**config.mk**
```make
export PLATFORM = sky130hd
export DESIGN_NAME = sb_tx_serializer_flat
export DESIGN_NICKNAME = d
export VERILOG_FILES = /design/src/rtl/sb_tx_serializer_if.sv /design/src/rtl/sb_tx_serializer.sv /design/src/flat_wrapper.sv
export SDC_FILE = /design/constraint.sdc
export NUM_CORES = 1
export LEC_CHECK = 0
export CELL_PAD_IN_SITES_DETAIL_PLACEMENT = 1
export CELL_PAD_IN_SITES_GLOBAL_PLACEMENT = 2
export CORE_ASPECT_RATIO = 1.1
export CORE_MARGIN = 2
export CORE_UTILIZATION = 32
export DETAILED_ROUTE_END_ITERATION = 10
export PLACE_DENSITY_LB_ADDON = 0.3
export SYNTH_ARGS = -nofsm -noshare
export SYNTH_HDL_FRONTEND = slang
export SYNTH_SLANG_ARGS = --single-unit
```
**constraint.sdc**
```tcl
create_clock -name clk_800MHz -period 2.3 [get_ports clk_800MHz]
set_clock_uncertainty 0.15 [all_clocks]
set_input_delay 0.23 -clock clk_800MHz [delete_from_list [all_inputs] [get_ports clk_800MHz]]
set_output_delay 0.23 -clock clk_800MHz [all_outputs]
set_load 0.05 [all_outputs]
```
**src/rtl/sb_tx_serializer_if.sv**
```systemverilog
// rtl/sb_tx_serializer_if.sv - message stream handshake between LTSM sub-state blocks and the SB TX serializer
interface sb_tx_serializer_if #(
  parameter int PKT_BITS = 64
);
  logic [PKT_BITS-1:0] msg_header_i;
  logic [PKT_BITS-1:0] msg_data_i;
  logic                msg_has_data_i;
  logic                msg_valid_i;
  logic                send_next_o;

  // Message source (sub-state block side)
  modport master (
    output msg_header_i,
    output msg_data_i,
    output msg_has_data_i,
    output msg_valid_i,
    input  send_next_o
  );

  // Serializer side
  modport slave (
    input  msg_header_i,
    input  msg_data_i,
    input  msg_has_data_i,
    input  msg_valid_i,
    output send_next_o
  );
endinterface

```
**src/rtl/sb_tx_serializer.sv**
```systemverilog
// rtl/sb_tx_serializer.sv - sideband TX serializer: header/data packets LSB first with forwarded clock and idle gap
module sb_tx_serializer #(
  parameter int PKT_BITS  = 64,
  parameter int GAP_UI    = 32,
  parameter int UI_CYCLES = 2
) (
  input  logic                  clk_800MHz,
  input  logic                  reset,
  input  logic                  enable_i,
  sb_tx_serializer_if.slave     msg_if,
  output logic                  busy_o,
  output logic                  SB_clkPin_TX_o,
  output logic                  SB_dataPin_TX_o
);

  localparam int GAP_CYC = GAP_UI * UI_CYCLES;
  localparam int BIT_W   = $clog2(PKT_BITS);
  localparam int GAP_W   = $clog2(GAP_CYC) + 1;

  localparam logic [BIT_W-1:0] BIT_LAST = BIT_W'(PKT_BITS - 1);
  localparam logic [GAP_W-1:0] GAP_LAST = GAP_W'(GAP_CYC - 1);

  typedef enum logic [1:0] {
    ST_IDLE,
    ST_HDR,
    ST_DATA,
    ST_GAP
  } state_t;

  state_t              state_q,    state_d;
  logic [PKT_BITS-1:0] shift_q,    shift_d;
  logic [PKT_BITS-1:0] data_q,     data_d;
  logic                has_data_q, has_data_d;
  logic                in_data_q,  in_data_d;   // packet on the wire / just finished is the data packet
  logic [BIT_W-1:0]    bit_cnt_q,  bit_cnt_d;
  logic                phase_q,    phase_d;     // 0: clock low half of UI, 1: clock high half
  logic [GAP_W-1:0]    gap_cnt_q,  gap_cnt_d;

  logic send_next;
  logic busy;
  logic clk_pin;
  logic data_pin;

  // State, shift register and counters
  always_ff @(posedge clk_800MHz or negedge reset) begin
    if (!reset) begin
      state_q    <= ST_IDLE;
      shift_q    <= '0;
      data_q     <= '0;
      has_data_q <= 1'b0;
      in_data_q  <= 1'b0;
      bit_cnt_q  <= '0;
      phase_q    <= 1'b0;
      gap_cnt_q  <= '0;
    end else begin
      state_q    <= state_d;
      shift_q    <= shift_d;
      data_q     <= data_d;
      has_data_q <= has_data_d;
      in_data_q  <= in_data_d;
      bit_cnt_q  <= bit_cnt_d;
      phase_q    <= phase_d;
      gap_cnt_q  <= gap_cnt_d;
    end
  end

  // Next-state logic and pin/handshake outputs
  always_comb begin
    state_d    = state_q;
    shift_d    = shift_q;
    data_d     = data_q;
    has_data_d = has_data_q;
    in_data_d  = in_data_q;
    bit_cnt_d  = bit_cnt_q;
    phase_d    = phase_q;
    gap_cnt_d  = gap_cnt_q;
    send_next  = 1'b0;
    busy       = 1'b0;
    clk_pin    = 1'b0;
    data_pin   = 1'b0;

    case (state_q)
      ST_IDLE: begin
        send_next = enable_i;
        if (enable_i && msg_if.msg_valid_i) begin
          shift_d    = msg_if.msg_header_i;
          data_d     = msg_if.msg_data_i;
          has_data_d = msg_if.msg_has_data_i;
          in_data_d  = 1'b0;
          bit_cnt_d  = '0;
          phase_d    = 1'b0;
          gap_cnt_d  = '0;
          state_d    = ST_HDR;
        end
      end

      ST_HDR, ST_DATA: begin
        busy     = 1'b1;
        clk_pin  = phase_q;
        data_pin = shift_q[0];
        if (!phase_q) begin
          phase_d = 1'b1;
        end else begin
          phase_d = 1'b0;
          shift_d = shift_q >> 1;
          if (bit_cnt_q == BIT_LAST) begin
            bit_cnt_d = '0;
            gap_cnt_d = '0;
            state_d   = ST_GAP;
          end else begin
            bit_cnt_d = bit_cnt_q + 1'b1;
          end
        end
      end

      ST_GAP: begin
        busy = 1'b1;
        if (gap_cnt_q == GAP_LAST) begin
          gap_cnt_d = '0;
          if (!in_data_q && has_data_q) begin
            shift_d   = data_q;
            in_data_d = 1'b1;
            bit_cnt_d = '0;
            phase_d   = 1'b0;
            state_d   = ST_DATA;
          end else begin
            state_d = ST_IDLE;
          end
        end else begin
          gap_cnt_d = gap_cnt_q + 1'b1;
        end
      end

      default: state_d = ST_IDLE;
    endcase

    // Dropping enable aborts the message outright; the partial packet is never resumed
    if (state_q != ST_IDLE && !enable_i) begin
      state_d    = ST_IDLE;
      shift_d    = '0;
      data_d     = '0;
      has_data_d = 1'b0;
      in_data_d  = 1'b0;
      bit_cnt_d  = '0;
      phase_d    = 1'b0;
      gap_cnt_d  = '0;
    end
  end

  // Ready is forced low while reset is held so every output reads 0 in reset
  assign msg_if.send_next_o = send_next & reset;
  assign busy_o             = busy;
  assign SB_clkPin_TX_o     = clk_pin;
  assign SB_dataPin_TX_o    = data_pin;

endmodule

```
**src/flat_wrapper.sv**
```systemverilog
// flat-port wrapper written by rule: the top's interface ports become plain ports
module sb_tx_serializer_flat 
#(
  parameter int PKT_BITS  = 64,
  parameter int GAP_UI    = 32,
  parameter int UI_CYCLES = 2
)
  (clk_800MHz, reset, enable_i, busy_o, SB_clkPin_TX_o, SB_dataPin_TX_o, msg_if_msg_header_i, msg_if_msg_data_i, msg_if_msg_has_data_i, msg_if_msg_valid_i, msg_if_send_next_o);
  sb_tx_serializer_if #(.PKT_BITS(PKT_BITS)) msg_if_i ();
  input  logic clk_800MHz;
  input  logic reset;
  input  logic enable_i;
  output logic busy_o;
  output logic SB_clkPin_TX_o;
  output logic SB_dataPin_TX_o;
  input wire logic [$bits(msg_if_i.msg_header_i)-1:0] msg_if_msg_header_i;
  input wire logic [$bits(msg_if_i.msg_data_i)-1:0] msg_if_msg_data_i;
  input wire logic [$bits(msg_if_i.msg_has_data_i)-1:0] msg_if_msg_has_data_i;
  input wire logic [$bits(msg_if_i.msg_valid_i)-1:0] msg_if_msg_valid_i;
  output wire logic [$bits(msg_if_i.send_next_o)-1:0] msg_if_send_next_o;
  assign msg_if_i.msg_header_i = msg_if_msg_header_i;
  assign msg_if_i.msg_data_i = msg_if_msg_data_i;
  assign msg_if_i.msg_has_data_i = msg_if_msg_has_data_i;
  assign msg_if_i.msg_valid_i = msg_if_msg_valid_i;
  assign msg_if_send_next_o = msg_if_i.send_next_o;
  sb_tx_serializer #(.PKT_BITS(PKT_BITS), .GAP_UI(GAP_UI), .UI_CYCLES(UI_CYCLES)) u_core (.clk_800MHz(clk_800MHz), .reset(reset), .enable_i(enable_i), .msg_if(msg_if_i), .busy_o(busy_o), .SB_clkPin_TX_o(SB_clkPin_TX_o), .SB_dataPin_TX_o(SB_dataPin_TX_o));
endmodule
```
==> metrics.csv, run 1 <==
stage;metric;value;unit
run_status;status;finished clean;
grt;overflow left after global routing;0;
routing;routed length per instance;19.2;µm
clocking;clock tree from TritonCTS;built;
critical_path;number of buffers and inverters on the critical path;5;
logic_synthesis;Post-synth EDFFs;0;
critical_path;crit path max fanout;27;
pwr;VDD IR max;0.000685;V
pwr;total power;11400;µW
routing;count of vias placed by the detailed router;6206;
routing;total iterations of the first detailed-routing run;9;
grt;maximum number of pins on one net before global-route repair;147;
logic_synthesis;ranking of synthesized cells by area;sky130_fd_sc_hd__dfrtp_1 53%, sky130_fd_sc_hd__o21ai_0 13%, sky130_fd_sc_hd__nand2_1 7.3%;
routing;count of routing violations after the opening detailed-route iteration;603;
clocking;Post CTS Setup Buffer Count;0;
die;DIE HEIGHT;158;µm
logic_synthesis;number of library cell types mapped by synthesis;47;
layout;area of the multi-input gates;2880;µm²
die;initial core utilization;32.5;%
critical_path;CP top delay family;buffers and inverters;
logic_synthesis;library cell with the largest summed area after synthesis;sky130_fd_sc_hd__dfrtp_1;
logic_synthesis;Primary FF master, synth;sky130_fd_sc_hd__dfrtp_1;
clocking;Num CTS Buffers;17;
timing;worst rel slew slack;42.8;%
timing;RSZ-0062 raised after global routing;no;
critical_path;data arrival time at the worst-slack endpoint;1.82;ns
layout;Net count, final;981;
grt;wire length of the first global-routing pass;35100;µm
critical_path;delay contributed by the slowest stage of the critical path;0.41;ns
timing;final count of negative-setup-slack endpoints;0;
layout;count of inserted antenna diode cells;0;
timing;highest attainable clock frequency;455;MHz
die;I/O pins;137;
layout;most frequent standard cell in the layout excluding fill and tap cells;sky130_fd_sc_hd__o21ai_0;
logic_synthesis;Yosys Warn Count;0;
layout;share of final-layout standard cells stronger than drive strength 1;10.9;%
grt;number of antenna violations at the first check in global routing;0;
run;number of max-capacitance violations reported;0;
routing;Total Routed Length;22000;µm
timing;fin crit share;95.6;%
logic_synthesis;Yosys reg bits;146;
layout;area growth from synthesis to layout;36.2;%
layout;number of fillers in the final layout;2373;
timing;Final Hold Fails;0;
logic_synthesis;sequential fraction of the synthesis area;53.2;%
logic_synthesis;average size of a mapped cell;9.46;µm²
timing;final number of max-transition violations;0;
critical_path;worst path required time;1.92;ns
critical_path;Max stage delay cell, worst path;sky130_fd_sc_hd__dfrtp_1;
critical_path;nature of the critical path endpoint;output port;
clocking;number of levels the H-tree was split into;4;
critical_path;critical path cell sequence;inv_1, ha_4, buf_12, buf_12, inv_1, buf_4;
logic_synthesis;post-synth net total;864;
timing;final worst path period need;2.20;ns
routing;# DRC;0;
clocking;buffer cell driving the clock tree root;sky130_fd_sc_hd__clkbuf_16;
clocking;clock latency at the later pin of the worst-skew pair;0.42;ns
timing;setup TNS after final layout;0;ns
critical_path;crit path kind;flip-flop to output port;
logic_synthesis;fraction of synthesized cell area taken by the top area cell type;53.2;%
grt;number of global-route vias before repair;6782;
routing;count of nets left with antenna violations after detail routing;0;
routing;Vias per Instance;5.42;
layout;register area;3650;µm²
clocking;total number of clock tree sinks;146;
die;Total Die Area;22600;µm²
logic_synthesis;fraction of registers with async set or reset after synthesis;100;%
place;detailed placement HPWL;14300;µm
logic_synthesis;cell area after synthesis;6870;µm²
die;row cnt;56;
timing;transition time at the pin with the least slew margin;0.858;ns
layout;highest-count cells in the layout ignoring fill and taps;174 x sky130_fd_sc_hd__o21ai_0, 146 x sky130_fd_sc_hd__dfrtp_1, 134 x sky130_fd_sc_hd__nand2_1, 131 x sky130_fd_sc_hd__clkdlybuf4s50_1, 48 x sky130_fd_sc_hd__a222oi_1;
min_path;worst min path class;input port to flip-flop;
critical_path;nature of the critical path startpoint;flip-flop;
clocking;clk slew on worst S/H paths;0.06;ns
pwr;areal power density over the cells;1210;nW/µm²
logic_synthesis;Synth Instances;726;
place;weighted congestion reported at the end of routability-driven placement;0.795;
die;Placeable Area;21200;µm²
die;Die X;144;µm
grt;overall track demand over capacity in global routing;20.0;%
place;total of buffers placed on input and output ports;136;
clocking;Clock Tree Buf Depth;2;
pwr;static leakage;0.00378;µW
==> cell families (layout without fill, tap and decap cells) <==
group / count (synthesis) / after routing / synth area share [%]
AOI/OAI and AO/OA: 311 / 311 / 28.7
adders and majority gates: 5 / 5 / 0.911
buffers and inverters: 75 / 205 / 5.32
DFF: 146 / 146 / 53.2
muxes: 2 / 2 / 0.328
and+or+nand+nor: 187 / 187 / 11.6
==> power by group <==
part	internal (µW)	leakage (µW)	switching, µW
clock	1870	0.000309	1120
combinational	1760	0.00154	2550
sequential	3500	0.00193	554
total	7130	0.00378	4220
==> per-stage QoR <==
step                      util, %  instance area [µm²]  instances  hold WS (ns)  setup slack, ns
final                        44.2                 9350       1146         0.203            0.100
after global routing         44.2                 9350       1146         0.204          0.00540
after CTS                    44.1                 9340       1146         0.192          0.00104
after detailed placement     41.0                 8670       1113         0.309           0.0464
after global placement       41.0                 8670       1113         0.302            0.116
after floorplan                 -                 6870        726        -0.216            0.155
==> timing repair <==
item | CTS | global route
hold buffers | 1 | 0
resized for setup | 6 | 2
pin swaps | 0 | 0
setup endpoints to repair | 2 | 36
hold endpoints to repair | 146 | 0
==> worst paths after layout <==
check	endpoint	cells after the start	startpoint	slack, ns
worst max-delay path	busy_o	6	u_core.state_q[0]$_DFFE_PN0P_	0.10
worst min-delay path	u_core.data_q[24]$_DFFE_PN0P_	3	msg_if_msg_data_i[24]	0.20
worst max register to register	u_core.shift_q[30]$_DFFE_PN0P_	7	u_core.state_q[0]$_DFFE_PN0P_	0.14
worst min register to register	u_core.shift_q[0]$_DFFE_PN0P_	2	u_core.shift_q[0]$_DFFE_PN0P_	0.35
max in group asynchronous	u_core.data_q[11]$_DFFE_PN0P_	3	reset	1.00
min in group asynchronous	u_core.data_q[55]$_DFFE_PN0P_	3	reset	0.33
==> area by class of cell <==
class | count | share of cell area [%]
multi-input cells | 505 | 30.8
clock inverters | 13 | 1.94
clock buffers | 19 | 4.84
repair buffers | 167 | 19.3
inverters | 6 | 0.241
well taps | 290 | 3.88
flip-flops and latches | 146 | 39.1
==> per-layer routing <==
layer / up-vias / global-route usage, % / share of wire, %
met4: 0 / 7.84 / 2.3
met2: 139 / 35.1 / 51
met3: 36 / 3.81 / 3.8
met5: - / 0 / 0
met1: 3134 / 24.2 / 43
li1: 2897 / - / -
==> flip-flops by register name (all words and copies together) (netlist names) <==
name	flops
u_core.shift_q	64
u_core.phase_q	1
u_core.has_data_q	1
u_core.bit_cnt_q	6
u_core.gap_cnt_q	7
u_core.state_q	2
u_core.data_q	64
u_core.in_data_q	1
==> cell usage after synthesis (5+ instances only) <==
cell and instances:
sky130_fd_sc_hd__a222oi_1 48, sky130_fd_sc_hd__inv_1 6, sky130_fd_sc_hd__nor2_1 22, sky130_fd_sc_hd__nand2_1 134
sky130_fd_sc_hd__nand3_1 5, sky130_fd_sc_hd__a21oi_1 20, sky130_fd_sc_hd__buf_2 9, sky130_fd_sc_hd__ha_1 5
sky130_fd_sc_hd__dfrtp_1 146, sky130_fd_sc_hd__buf_6 6, sky130_fd_sc_hd__o21ai_1 23, sky130_fd_sc_hd__o21ai_0 174
sky130_fd_sc_hd__o31ai_1 5, sky130_fd_sc_hd__buf_4 6, sky130_fd_sc_hd__a22oi_1 16, sky130_fd_sc_hd__buf_1 5
sky130_fd_sc_hd__clkbuf_1 39
==> worst min-delay path, cell delays in order <==
cell and delay (ns):
sky130_fd_sc_hd__clkdlybuf4s50_1 0.39, sky130_fd_sc_hd__nand2_1 0.05, sky130_fd_sc_hd__o21ai_0 0.06
Power figures use the tool's default switching activity.
==> inputs of run 2 (changes only) <==
RECOVER_POWER = 25   (was default)
==> run 2 against run 1 <==
Effect of this change: setup slack improved by 0.0014 ns; cell count did not move; sequential cell count unchanged; core utilization decreased by 0.077 points; total power barely moved; highest routed layer unchanged; critical path depth unchanged; wire length fell by 0.17%; largest power group unchanged; combinational power hardly changed; maximum frequency barely moved; first-iteration DRC count is 0.50% lower.
==> metrics.csv, run 2 (same netlist as run 1, synthesis figures left out) <==
stage;metric;value;unit;change
routing;routed length per instance;19.2;µm;-0.17%
run;number of max-capacitance violations reported;0;;unchanged
critical_path;crit path max fanout;27;;unchanged
die;Die X;144;µm;unchanged
grt;number of global-route vias before repair;6782;;unchanged
grt;overall track demand over capacity in global routing;20.0;%;unchanged
critical_path;nature of the critical path startpoint;flip-flop;;
layout;highest-count cells in the layout ignoring fill and taps;174 x sky130_fd_sc_hd__o21ai_0, 146 x sky130_fd_sc_hd__dfrtp_1, 134 x sky130_fd_sc_hd__nand2_1, 131 x sky130_fd_sc_hd__clkdlybuf4s50_1, 48 x sky130_fd_sc_hd__a222oi_1;;
die;I/O pins;137;;unchanged
clocking;buffer cell driving the clock tree root;sky130_fd_sc_hd__clkbuf_16;;
clocking;clock latency at the later pin of the worst-skew pair;0.42;ns;about the same
pwr;power dissipated by switching net loads;4220;µW;about the same
timing;Final Hold Fails;0;;unchanged
layout;area of the multi-input gates;2880;µm²;unchanged
clocking;Post CTS Setup Buffer Count;0;;unchanged
clocking;clock tree from TritonCTS;built;;
critical_path;data arrival time at the worst-slack endpoint;1.82;ns;about the same
clocking;clk slew on worst S/H paths;0.06;ns;about the same
timing;setup TNS after final layout;0;ns;unchanged
timing;transition time at the pin with the least slew margin;1.40;ns;+0.538 ns
layout;Net count, final;981;;unchanged
timing;final number of max-transition violations;0;;unchanged
routing;Vias per Instance;5.40;;-0.31%
min_path;worst min path class;input port to flip-flop;;
layout;most frequent standard cell in the layout excluding fill and tap cells;sky130_fd_sc_hd__o21ai_0;;
place;cell total after placement;1113;;unchanged
timing;highest attainable clock frequency;455;MHz;about the same
pwr;combinational fraction of design power;37.9;%;about the same
place;detailed placement HPWL;14300;µm;unchanged
clocking;Num CTS Buffers;17;;unchanged
routing;count of routing violations after the opening detailed-route iteration;600;;-0.50%
grt;number of antenna violations at the first check in global routing;0;;unchanged
clocking;number of levels the H-tree was split into;4;;unchanged
die;Total Die Area;22600;µm²;unchanged
pwr;total power;11300;µW;about the same
critical_path;nature of the critical path endpoint;output port;;
timing;fin crit share;95.6;%;about the same
die;DIE HEIGHT;158;µm;unchanged
die;row cnt;56;;unchanged
pwr;part of the total power dissipated in sequential elements;35.7;%;about the same
critical_path;worst path required time;1.92;ns;about the same
grt;overflow left after global routing;0;;unchanged
timing;final worst path period need;2.20;ns;-0.00138 ns
place;total of buffers placed on input and output ports;136;;unchanged
routing;count of nets left with antenna violations after detail routing;0;;unchanged
routing;# DRC;0;;unchanged
timing;Hold Slack;0.203;ns;+0.0000540 ns
pwr;Power Internal;7130;µW;about the same
place;weighted congestion reported at the end of routability-driven placement;0.795;;unchanged
die;Placeable Area;21200;µm²;unchanged
pwr;VDD IR max;0.000684;V;about the same
grt;maximum number of pins on one net before global-route repair;147;;unchanged
timing;RSZ-0062 raised after global routing;no;;
layout;share of final-layout standard cells stronger than drive strength 1;10.7;%;-0.12 points
routing;total iterations of the first detailed-routing run;8;;-1
routing;count of vias placed by the detailed router;6187;;-0.31%
layout;register area;3650;µm²;unchanged
run_status;status;finished clean;;
clocking;total number of clock tree sinks;146;;unchanged
layout;final std cells w/o fill;1146;;unchanged
pwr;switching share of power;37.2;%;about the same
die;initial core utilization;32.5;%;unchanged
layout;count of inserted antenna diode cells;0;;unchanged
clocking;Clock Tree Buf Depth;2;;unchanged
critical_path;crit path kind;flip-flop to output port;;
pwr;static leakage;0.00377;µW;-0.22%
layout;number of fillers in the final layout;2376;;+0.13%
timing;final count of negative-setup-slack endpoints;0;;unchanged
routing;Total Routed Length;22000;µm;-0.17%
pwr;clock power share;26.3;%;about the same
layout;biggest registers after layout;u_core.data_q x64, u_core.shift_q x64, u_core.gap_cnt_q x7;;
timing;worst rel slew slack;6.94;%;-36 points
grt;wire length of the first global-routing pass;35100;µm;unchanged
layout;Finished Core Util;44.1;%;-0.077 points
layout;area growth from synthesis to layout;35.9;%;
pwr;areal power density over the cells;1220;nW/µm²;+0.12%
[run 2: path summary, 6_finish.rpt]
path / startpoint / to / slack (ns) / depth (start not counted)
max in group asynchronous: reset / u_core.data_q[11]$_DFFE_PN0P_ / 0.39 / 3
min in group asynchronous: reset / u_core.data_q[55]$_DFFE_PN0P_ / 0.64 / 3
worst min register to register: u_core.shift_q[0]$_DFFE_PN0P_ / u_core.shift_q[0]$_DFFE_PN0P_ / 0.35 / 2
worst max-delay path: u_core.state_q[0]$_DFFE_PN0P_ / busy_o / 0.10 / 6
worst max register to register: u_core.state_q[0]$_DFFE_PN0P_ / u_core.shift_q[30]$_DFFE_PN0P_ / 0.14 / 7
worst min-delay path: msg_if_msg_data_i[24] / u_core.data_q[24]$_DFFE_PN0P_ / 0.20 / 3
[run 2: power by group through the flow]
stage          clock network, µW  registers (µW)  logic [µW]
2_1_floorplan                  0            3880        2740
3_3_place_gp                   0            4030        4050
3_5_place_dp                   0            4080        4240
4_1_cts                     3060            4050        4310
5_1_grt                     3180            4150        4790
6_report                    2990            4050        4310
[run 2: worst max-delay path: stages (launching register included)]
cell and delay (ns):
sky130_fd_sc_hd__dfrtp_1 0.41, sky130_fd_sc_hd__inv_1 0.13, sky130_fd_sc_hd__ha_4 0.21, sky130_fd_sc_hd__buf_12 0.20, sky130_fd_sc_hd__buf_12 0.19, sky130_fd_sc_hd__inv_1 0.06
sky130_fd_sc_hd__buf_4 0.18
[run 2: area by class of cell]
class | instances | share of cell area (%)
Timing Repair Buffer | 167 | 19.1
Inverter | 6 | 0.241
Sequential cell | 146 | 39.1
Clock inverter | 13 | 1.94
Multi-Input combinational cell | 505 | 30.8
Clock buffer | 19 | 4.85
Tap cell | 290 | 3.89
[run 2: routing by layer]
layer | global-route usage (%) | routed length [µm]
met3 | 3.81 | 816
met1 | 24.2 | 9440
met5 | 0 | 0
met2 | 35.1 | 11200
met4 | 7.84 | 515
[run 2: metrics by stage]
stage,cell area [µm²],setup slack (ns)
6_report,9330,0.102
5_1_grt,9330,0.00540
4_1_cts,9340,0.00104
3_5_place_dp,8670,0.0464
3_3_place_gp,8670,0.116
2_1_floorplan,6870,0.155
[run 2: timing repair]
item                                   4_1_cts  5_1_grt
setup endpoints to repair                    2       36
hold buffers                                 1        0
resized for setup                            6        2
gates cloned                                 0        0
endpoints found under the hold margin      146        0
